## config.mk

```make
export PLATFORM = sky130hd
export DESIGN_NAME = clock_ctrl
export DESIGN_NICKNAME = d
export VERILOG_FILES = /design/src/rtl/clock_ctrl.sv
export SDC_FILE = /design/constraint.sdc
export NUM_CORES = 1
export LEC_CHECK = 0
export ABC_CLOCK_PERIOD_IN_PS = 3300
export CORE_ASPECT_RATIO = 0.6
export CORE_MARGIN = 3
export CORE_UTILIZATION = 30
export DETAILED_ROUTE_END_ITERATION = 8
export GPL_ROUTABILITY_DRIVEN = 0
export HOLD_SLACK_MARGIN = 0.02
export PLACE_DENSITY = 0.56
export SLEW_MARGIN = 5
export SYNTH_ARGS = -nofsm -noshare
export SYNTH_HDL_FRONTEND = slang
export SYNTH_SLANG_ARGS = --single-unit
export TNS_END_PERCENT = 50
```

## constraint.sdc

```tcl
create_clock -name clk -period 3.3 [get_ports clk]
set_input_delay 0.66 -clock clk [delete_from_list [all_inputs] [get_ports clk]]
set_output_delay 0.66 -clock clk [all_outputs]
set_load 0.02 [all_outputs]
```

## src/rtl/clock_ctrl.sv

```systemverilog
// Time-of-day clock with RUN / SET_HR / SET_MIN editing and blink blanking.
// Seconds carry into minutes and hours only while running.
module clock_ctrl #(
  parameter int HOUR_MAX = 23
) (
  input  logic       clk,
  input  logic       rst_n,
  input  logic       tick_1hz,
  input  logic       blink_2hz,
  input  logic       key_mode,
  input  logic       key_inc,
  output logic [4:0] hour,
  output logic [5:0] min,
  output logic [5:0] sec,
  output logic [1:0] mode,
  output logic       blank_hr,
  output logic       blank_min,
  output logic       hour_pulse
);

  typedef enum logic [1:0] {
    RUN     = 2'd0,
    SET_HR  = 2'd1,
    SET_MIN = 2'd2,
    BAD     = 2'd3
  } state_t;

  localparam logic [4:0] HMAX = 5'(HOUR_MAX);

  state_t     state, state_d;
  logic [4:0] hour_d;
  logic [5:0] min_d, sec_d;
  logic       hp_d;

  // Out-of-range values fold back to zero on the next increment.
  function automatic logic [5:0] inc60(input logic [5:0] v);
    return (v >= 6'd59) ? 6'd0 : v + 6'd1;
  endfunction

  function automatic logic [4:0] inc_hr(input logic [4:0] v);
    return (v >= HMAX) ? 5'd0 : v + 5'd1;
  endfunction

  always_comb begin
    state_d = state;
    hour_d  = hour;
    min_d   = min;
    sec_d   = sec;
    hp_d    = 1'b0;
    unique case (state)
      RUN: begin
        if (tick_1hz) begin
          sec_d = inc60(sec);
          if (sec >= 6'd59) begin
            min_d = inc60(min);
            if (min >= 6'd59) begin
              hour_d = inc_hr(hour);
              hp_d   = 1'b1;
            end
          end
        end
        if (key_mode) state_d = SET_HR;
      end
      SET_HR: begin
        if (key_mode)     state_d = SET_MIN;
        else if (key_inc) hour_d  = inc_hr(hour);
      end
      SET_MIN: begin
        if (key_mode) begin
          state_d = RUN;
          sec_d   = 6'd0;
        end else if (key_inc) begin
          min_d = inc60(min);
        end
      end
      BAD: state_d = RUN;
    endcase
  end

  always_ff @(posedge clk or negedge rst_n) begin
    if (!rst_n) begin
      state      <= RUN;
      hour       <= 5'd0;
      min        <= 6'd0;
      sec        <= 6'd0;
      hour_pulse <= 1'b0;
      blank_hr   <= 1'b0;
      blank_min  <= 1'b0;
    end else begin
      state      <= state_d;
      hour       <= hour_d;
      min        <= min_d;
      sec        <= sec_d;
      hour_pulse <= hp_d;
      blank_hr   <= (state_d == SET_HR) && !blink_2hz;
      blank_min  <= (state_d == SET_MIN) && !blink_2hz;
    end
  end

  assign mode = (state == BAD) ? 2'd0 : state;

endmodule

```

==> impl_results.md, run 1 <==
- DIE AREA: 4723 um^2
- Die X: 86.75 um
- Setup Crit Path Kind: reg2out
- Total gr overflow: 0
- Clock skew: 3.953 ps
- Clock power frac: 14.7%
- Area Growth Syn to Fin: 31.13%
- Setup crit end kind: output port
- Detail Placement HPWL: 2.032 mm
- Worst-path fanout max: 15
- Hold Fails Final Rpt: 0
- Netlist Area Pre-Place: 1174 um^2
- First-pass GRT wire length: 4.650 mm
- Worst slew pin tran: 711.3 ps
- Final WL: 2.762 mm
- Vias per std cell: 5.283
- Crit share post-route: 76.32%
- Starting Density: 33.50%
- Fill count: 344
- Status: finished, final reports clean
- Min-Delay Path Class: reg2reg
- Sequential share of the synthesized area: 46.91%
- Final ANT Viol Nets: 0
- IO Pins: 28
- Met1 capacity usage during global routing: 18.89%
- Slew HR: 52.48%
- CTS tree: built
- I/O Buffers: 27
- DRC: 0
- Share of post-route cells with drive strength above 1: 7.534%
- Seq pwr share: 39.7%
- Data arrival time of the critical path: 1860 ps
- Post-synthesis instance total: 119
- Layout Nets: 156
- Max Slew Vio Count: 0
- CTS Hold Bufs: 0
- Net switching power: 0.5559 mW
- Largest net degree at the start of global routing: 23
- Mean routed wirelength per cell: 14.46 um
- Final worst path period need: 2518 ps
- Yosys reg bits: 22
- Max cap viols: 0
- Clk slew on worst S/H paths: 80 ps
- Cell row count: 16
- Leak: 0.6147 nW
- RSZ-0062 raised after global routing: false
- FFs w/ async S/R, synth: 100.0%
- Clock sink count: 22
- Tot GR Track Use: 12.97%
- Distinct cells, synth: 37
- Sw Share: 42.08%
- H-Tree Depth: 1
- Post-Place Cell Area: 1484 um^2
- Post-route setup slack: 781.6 ps
- M2 GR Usage: 17.39%
- Die Span Y: 54.45 um
- Starting DRC count in detailed routing: 69
- Most used DFF post-synth: dfrtp_1
- Top area cells in the synthesized netlist: dfrtp_1 47%, o21ai_0 3.8%, ha_1 3.2%
- PnR Total Power: 1.321 mW
- Synthesized area per cell: 9.862 um^2
- Setup TNS: 0 ps
- Startpoint types: flop
- P_int: 0.7652 mW
- Top cell type's share of synthesized area: 46.91%
- FMAX: 397.1 MHz
- Ant. Diodes: 0
- Combinational power share: 45.5%
- Peak VDD IR: 0.3793 mV
- Number of synthesized flops with an enable pin: 0
- Commonest cells post-synth: 22 x dfrtp_1, 9 x o21ai_0, 8 x nand2_1, 8 x nor2_1, 7 x nand3_1
- Post-Syn Nets: 128
- DRT Pass-1 Iters: 4
- Cell with the most instances after synthesis: dfrtp_1
- TritonCTS buffer count: 3
- Via count: 1009
- Worst path required time: 2640 ps
- Global routing usage on met3: 4.662%
- Number of synthesis warnings: 0
- Worst slack, placed: 911.4 ps
- Power Dens Cells: 858.4 nW/um^2
- Hold WS: 559.8 ps
- Final Setup Violations: 0
- Setup bufs post-CTS: 0
- Cells resized by post-CTS repair: 0
- Later-pin clock latency in the skew report: 270 ps
- Post-synth top area cell: dfrtp_1
- Final Cell Area: 1539 um^2
- Vias in the first global route: 949
- Initial antenna violation count: 0
- Worst-case clock buffer depth: 2
- Busiest layer in global routing: met1
- Clk root buf: clkbuf_8
- Core area: 3503 um^2
## final cells by class
cell class              count  area [um^2]  area share [%]
clock buffers               4        55.05           3.577
inverters                   4        15.01          0.9756
multi-input cells          88        584.3           37.97
flip-flops and latches     22        550.5           35.77
well taps                  45        56.30           3.659
repair buffers             28        277.8           18.05
## cells in the final DEF, fill, tap and decap left out, types with 3 or more instances in the layout
| cell | n |
|---|---|
| inv_1 | 4 |
| dfrtp_1 | 22 |
| clkbuf_8 | 4 |
| o31ai_1 | 4 |
| a2bb2oi_1 | 3 |
| nor2b_1 | 4 |
| ha_1 | 3 |
| clkdlybuf4s50_1 | 27 |
| a22o_1 | 3 |
| nand3_1 | 7 |
| nand2_1 | 8 |
| nor2_1 | 8 |
| a31oi_1 | 4 |
| mux2_2 | 3 |
| nor3_1 | 4 |
| o21ai_0 | 9 |
| o31a_1 | 3 |
## power by group through the flow
stage	logic, mW	clock network, mW	registers [mW]
2_1_floorplan	0.309	0	0.558
3_3_place_gp	0.602	0	0.520
3_5_place_dp	0.606	0	0.523
4_1_cts	0.608	0.203	0.520
5_1_grt	0.663	0.216	0.547
6_report	0.602	0.195	0.525
## per-layer routing
| layer | share of wire, % | up-vias |
|---|---|---|
| met2 | 38 | 20 |
| met4 | 0.80 | 0 |
| met1 | 55 | 485 |
| met3 | 6.0 | 4 |
| li1 | - | 500 |
| met5 | 0 | - |
## stage by stage
step                      std cells  util [%]
after global placement          187     42.36
final                           191     43.93
after global routing            191     43.93
after CTS                       191     43.93
after floorplan                 119         -
after detailed placement        187     42.36
## critical path: stages (launching register included)
cell and delay [ps]:
dfrtp_1 660, nand2b_1 230, inv_1 90, clkdlybuf4s50_1 620
## sequential cells by signal (all words and copies together), names as in the netlist
signal	count
hour	5
blank_hr	1
blank_min	1
sec	6
state	2
min	6
hour_pulse	1
## final timing paths
kind | start | to | slack [ps] | depth (start not counted)
max | state[1] | mode[1] | 780 | 3
min | sec[1] | sec[1] | 560 | 1
max reg2reg | min[0] | hour[0] | 1280 | 5
min reg2reg | sec[1] | sec[1] | 560 | 1
max in group asynchronous | rst_n | min[0] | 2330 | 2
min in group asynchronous | rst_n | min[2] | 740 | 2
## kinds of logic after synthesis
group / after synthesis / synth area share [%]
AOI/OAI and AO/OA: 35 / 21.96
and+or+nand+nor: 44 / 19.40
muxes: 4 / 3.731
buffers and inverters: 9 / 3.303
adders and majority gates: 3 / 3.199
xor gates and xnor gates: 2 / 1.493
DFF: 22 / 46.91
Note: power is estimated with default switching activity, not from simulation.
==> run 2: changes to the inputs <==
- ABC_CLOCK_PERIOD_IN_PS: 3300 -> 2330
- clock period: 3.3 -> 2.33 ns (I/O delays scaled with it)
==> run 2 against run 1 <==
Flip-flop and latch count did not move. Worst hold slack worse by 50 ps. Routed wire length is 4.7% higher. First-iteration DRC count is 8.7% lower. Setup slack worse by 680 ps. Sequential power is 37% higher. Register-to-register slack got worse by 1000 ps. Final area grew 2.5%. Core utilization grew 1.1 points. Clock-buffer cell count shrank 1. Power up 51%.
==> impl_results.md, run 2 (synthesis results as in run 1) <==
- Status: finished, final reports clean (unchanged)
- DRT Pass-1 Iters: 4 (unchanged)
- P_int: 1.190 mW (was 0.7652 mW)
- Setup TNS: 0 ps (unchanged)
- DIE AREA: 4723 um^2 (unchanged)
- Setup bufs post-CTS: 0 (unchanged)
- Net switching power: 0.8033 mW (was 0.5559 mW)
- Peak VDD IR: 0.5938 mV (was 0.3793 mV)
- H-Tree Depth: 1 (unchanged)
- Hold Fails Final Rpt: 0 (unchanged)
- I/O Buffers: 27 (unchanged)
- Die Span Y: 54.45 um (unchanged)
- Final worst path period need: 2232 ps
- Crit path largest cell delay: 600 ps (was 660 ps)
- Worst-case clock buffer depth: 2 (unchanged)
- Area Growth Syn to Fin: 34.43% (was 31.13%)
- Clk root buf: clkbuf_8 (unchanged)
- Startpoint types: flop (unchanged)
- Max cap viols: 0 (unchanged)
- TritonCTS buffer count: 3 (unchanged)
- Ant. Diodes: 0 (unchanged)
- Largest delay share family, worst path: buffers and inverters (unchanged)
- FMAX: 448.0 MHz
- Share of post-route cells with drive strength above 1: 9.396% (was 7.534%)
- Starting Density: 33.50% (unchanged)
- Crit-path cells: nand2b_1 -> inv_1 -> clkdlybuf4s50_1 (unchanged)
- Clock skew: 9.101 ps (was 3.953 ps)
- Sw Share: 40.31% (was 42.08%)
- Setup Crit Path Kind: reg2out (unchanged)
- Final Setup Violations: 0 (unchanged)
- RSZ-0062 raised after global routing: false (unchanged)
- Cells resized by post-CTS repair: 0 (unchanged)
- Vias per std cell: 5.340 (was 5.283)
- Post-route setup slack: 97.97 ps (was 781.6 ps)
- Starting DRC count in detailed routing: 63 (was 69)
- Detail Placement HPWL: 2.082 mm (was 2.032 mm)
- CP max stage cell: clkdlybuf4s50_1 (was dfrtp_1)
- Largest net degree at the start of global routing: 23 (unchanged)
- Core area: 3503 um^2 (unchanged)
- IO Pins: 28 (unchanged)
- Tot GR Track Use: 13.20% (was 12.97%)
- Combinational power share: 45.8% (was 45.5%)
- Final ANT Viol Nets: 0 (unchanged)
- Max Slew Vio Count: 0 (unchanged)
- Initial antenna violation count: 0 (unchanged)
- Die X: 86.75 um (unchanged)
- Layout Nets: 159 (was 156)
- Via count: 1036 (was 1009)
- DRC: 0 (unchanged)
- Largest registers: min (6), sec (6), hour (5) (unchanged)
- Later-pin clock latency in the skew report: 270 ps (about the same)
- Clock power frac: 18.1% (was 14.7%)
- Worst slew pin tran: 440.2 ps (was 711.3 ps)
- Total gr overflow: 0 (unchanged)
- Fill count: 341 (was 344)
- Leading cell types in the layout, fill and taps excluded: 27 x clkdlybuf4s50_1, 22 x dfrtp_1, 9 x o21ai_0, 8 x nand2_1, 8 x nor2_1 (unchanged)
- Crit share post-route: 95.80%
- Setup crit end kind: output port (unchanged)
- Leak: 0.6365 nW (was 0.6147 nW)
- Data arrival time of the critical path: 1770 ps (was 1860 ps)
- Worst-path fanout max: 13 (was 15)
- First-pass GRT wire length: 4.726 mm (was 4.650 mm)
- CTS tree: built (unchanged)
- Slew HR: 70.63% (was 52.48%)
- Mean routed wirelength per cell: 14.91 um (was 14.46 um)
- WP buf/inv: 2 (unchanged)
- Worst path required time: 1860 ps (was 2640 ps)
- CTS Hold Bufs: 0 (unchanged)
- Worst slack, placed: 210.9 ps (was 911.4 ps)
- Seq pwr share: 36.1% (was 39.7%)
- Power Dens Cells: 1263 nW/um^2 (was 858.4 nW/um^2)
- Min-Delay Path Class: reg2reg (unchanged)
- Vias in the first global route: 962 (was 949)
- Most common cell after layout, fill and taps aside: clkdlybuf4s50_1 (unchanged)
- Final WL: 2.892 mm (was 2.762 mm)
- Cell row count: 16 (unchanged)
- Clk slew on worst S/H paths: 80 ps (about the same)
- Clock sink count: 22 (unchanged)
[run 2: changes by cell type in the layout (fill, tap and decap cells not counted), sizes merged]
cell | before | now
clkbuf | 4 | 3
bufinv | 0 | 1
buf | 1 | 4
[run 2: power by group through the flow]
stage	Sequential [mW]	Clock (mW)	Combinational (mW)
6_report	0.720	0.360	0.912
2_1_floorplan	0.791	0	0.438
5_1_grt	0.749	0.386	0.995
3_5_place_dp	0.720	0	0.917
4_1_cts	0.716	0.368	0.921
3_3_place_gp	0.717	0	0.902
[run 2: metrics by stage]
stage / cell area [um^2] / cells / power [mW] / util, % / hold WS (ps)
floorplan: 1174 / 119 / 1.229 / - / 170.4
global route: 1578 / 194 / 2.130 / 45.04 / 546.8
finish: 1578 / 194 / 1.993 / 45.04 / 510.1
global placement: 1506 / 190 / 1.619 / 43.00 / 494.6
detailed placement: 1506 / 190 / 1.636 / 43.00 / 494.5
CTS: 1578 / 194 / 2.006 / 45.04 / 505.3
[run 2: path summary, 6_finish.rpt]
path | from | end | slack, ps | cells after the start
max | state[0] | mode[1] | 100 | 3
min | state[1] | state[0] | 510 | 1
max reg2reg | min[0] | hour[0] | 260 | 5
min reg2reg | state[1] | state[0] | 510 | 1
max in group asynchronous | rst_n | min[1] | 1550 | 2
min in group asynchronous | rst_n | hour[1] | 540 | 2
[run 2: final cells by class]
cell class / instances / area, um^2 / area share [%]
tap: 45 / 56.30 / 3.569
multi-input combinational: 88 / 584.3 / 37.03
inverter: 4 / 15.01 / 0.9516
clock buffer: 3 / 41.29 / 2.617
timing repair buffer: 31 / 300.3 / 19.03
sequential: 22 / 550.5 / 34.89
clock inverter: 1 / 30.03 / 1.903
[run 2: layer usage]
metal | vias to the layer above | wire length (um) | GRT usage (%)
met5 | - | 0 | 0
met4 | 0 | 14 | 3.886
met3 | 2 | 199 | 4.662
met2 | 34 | 1209 | 19.04
met1 | 499 | 1468 | 18.54
li1 | 501 | - | -
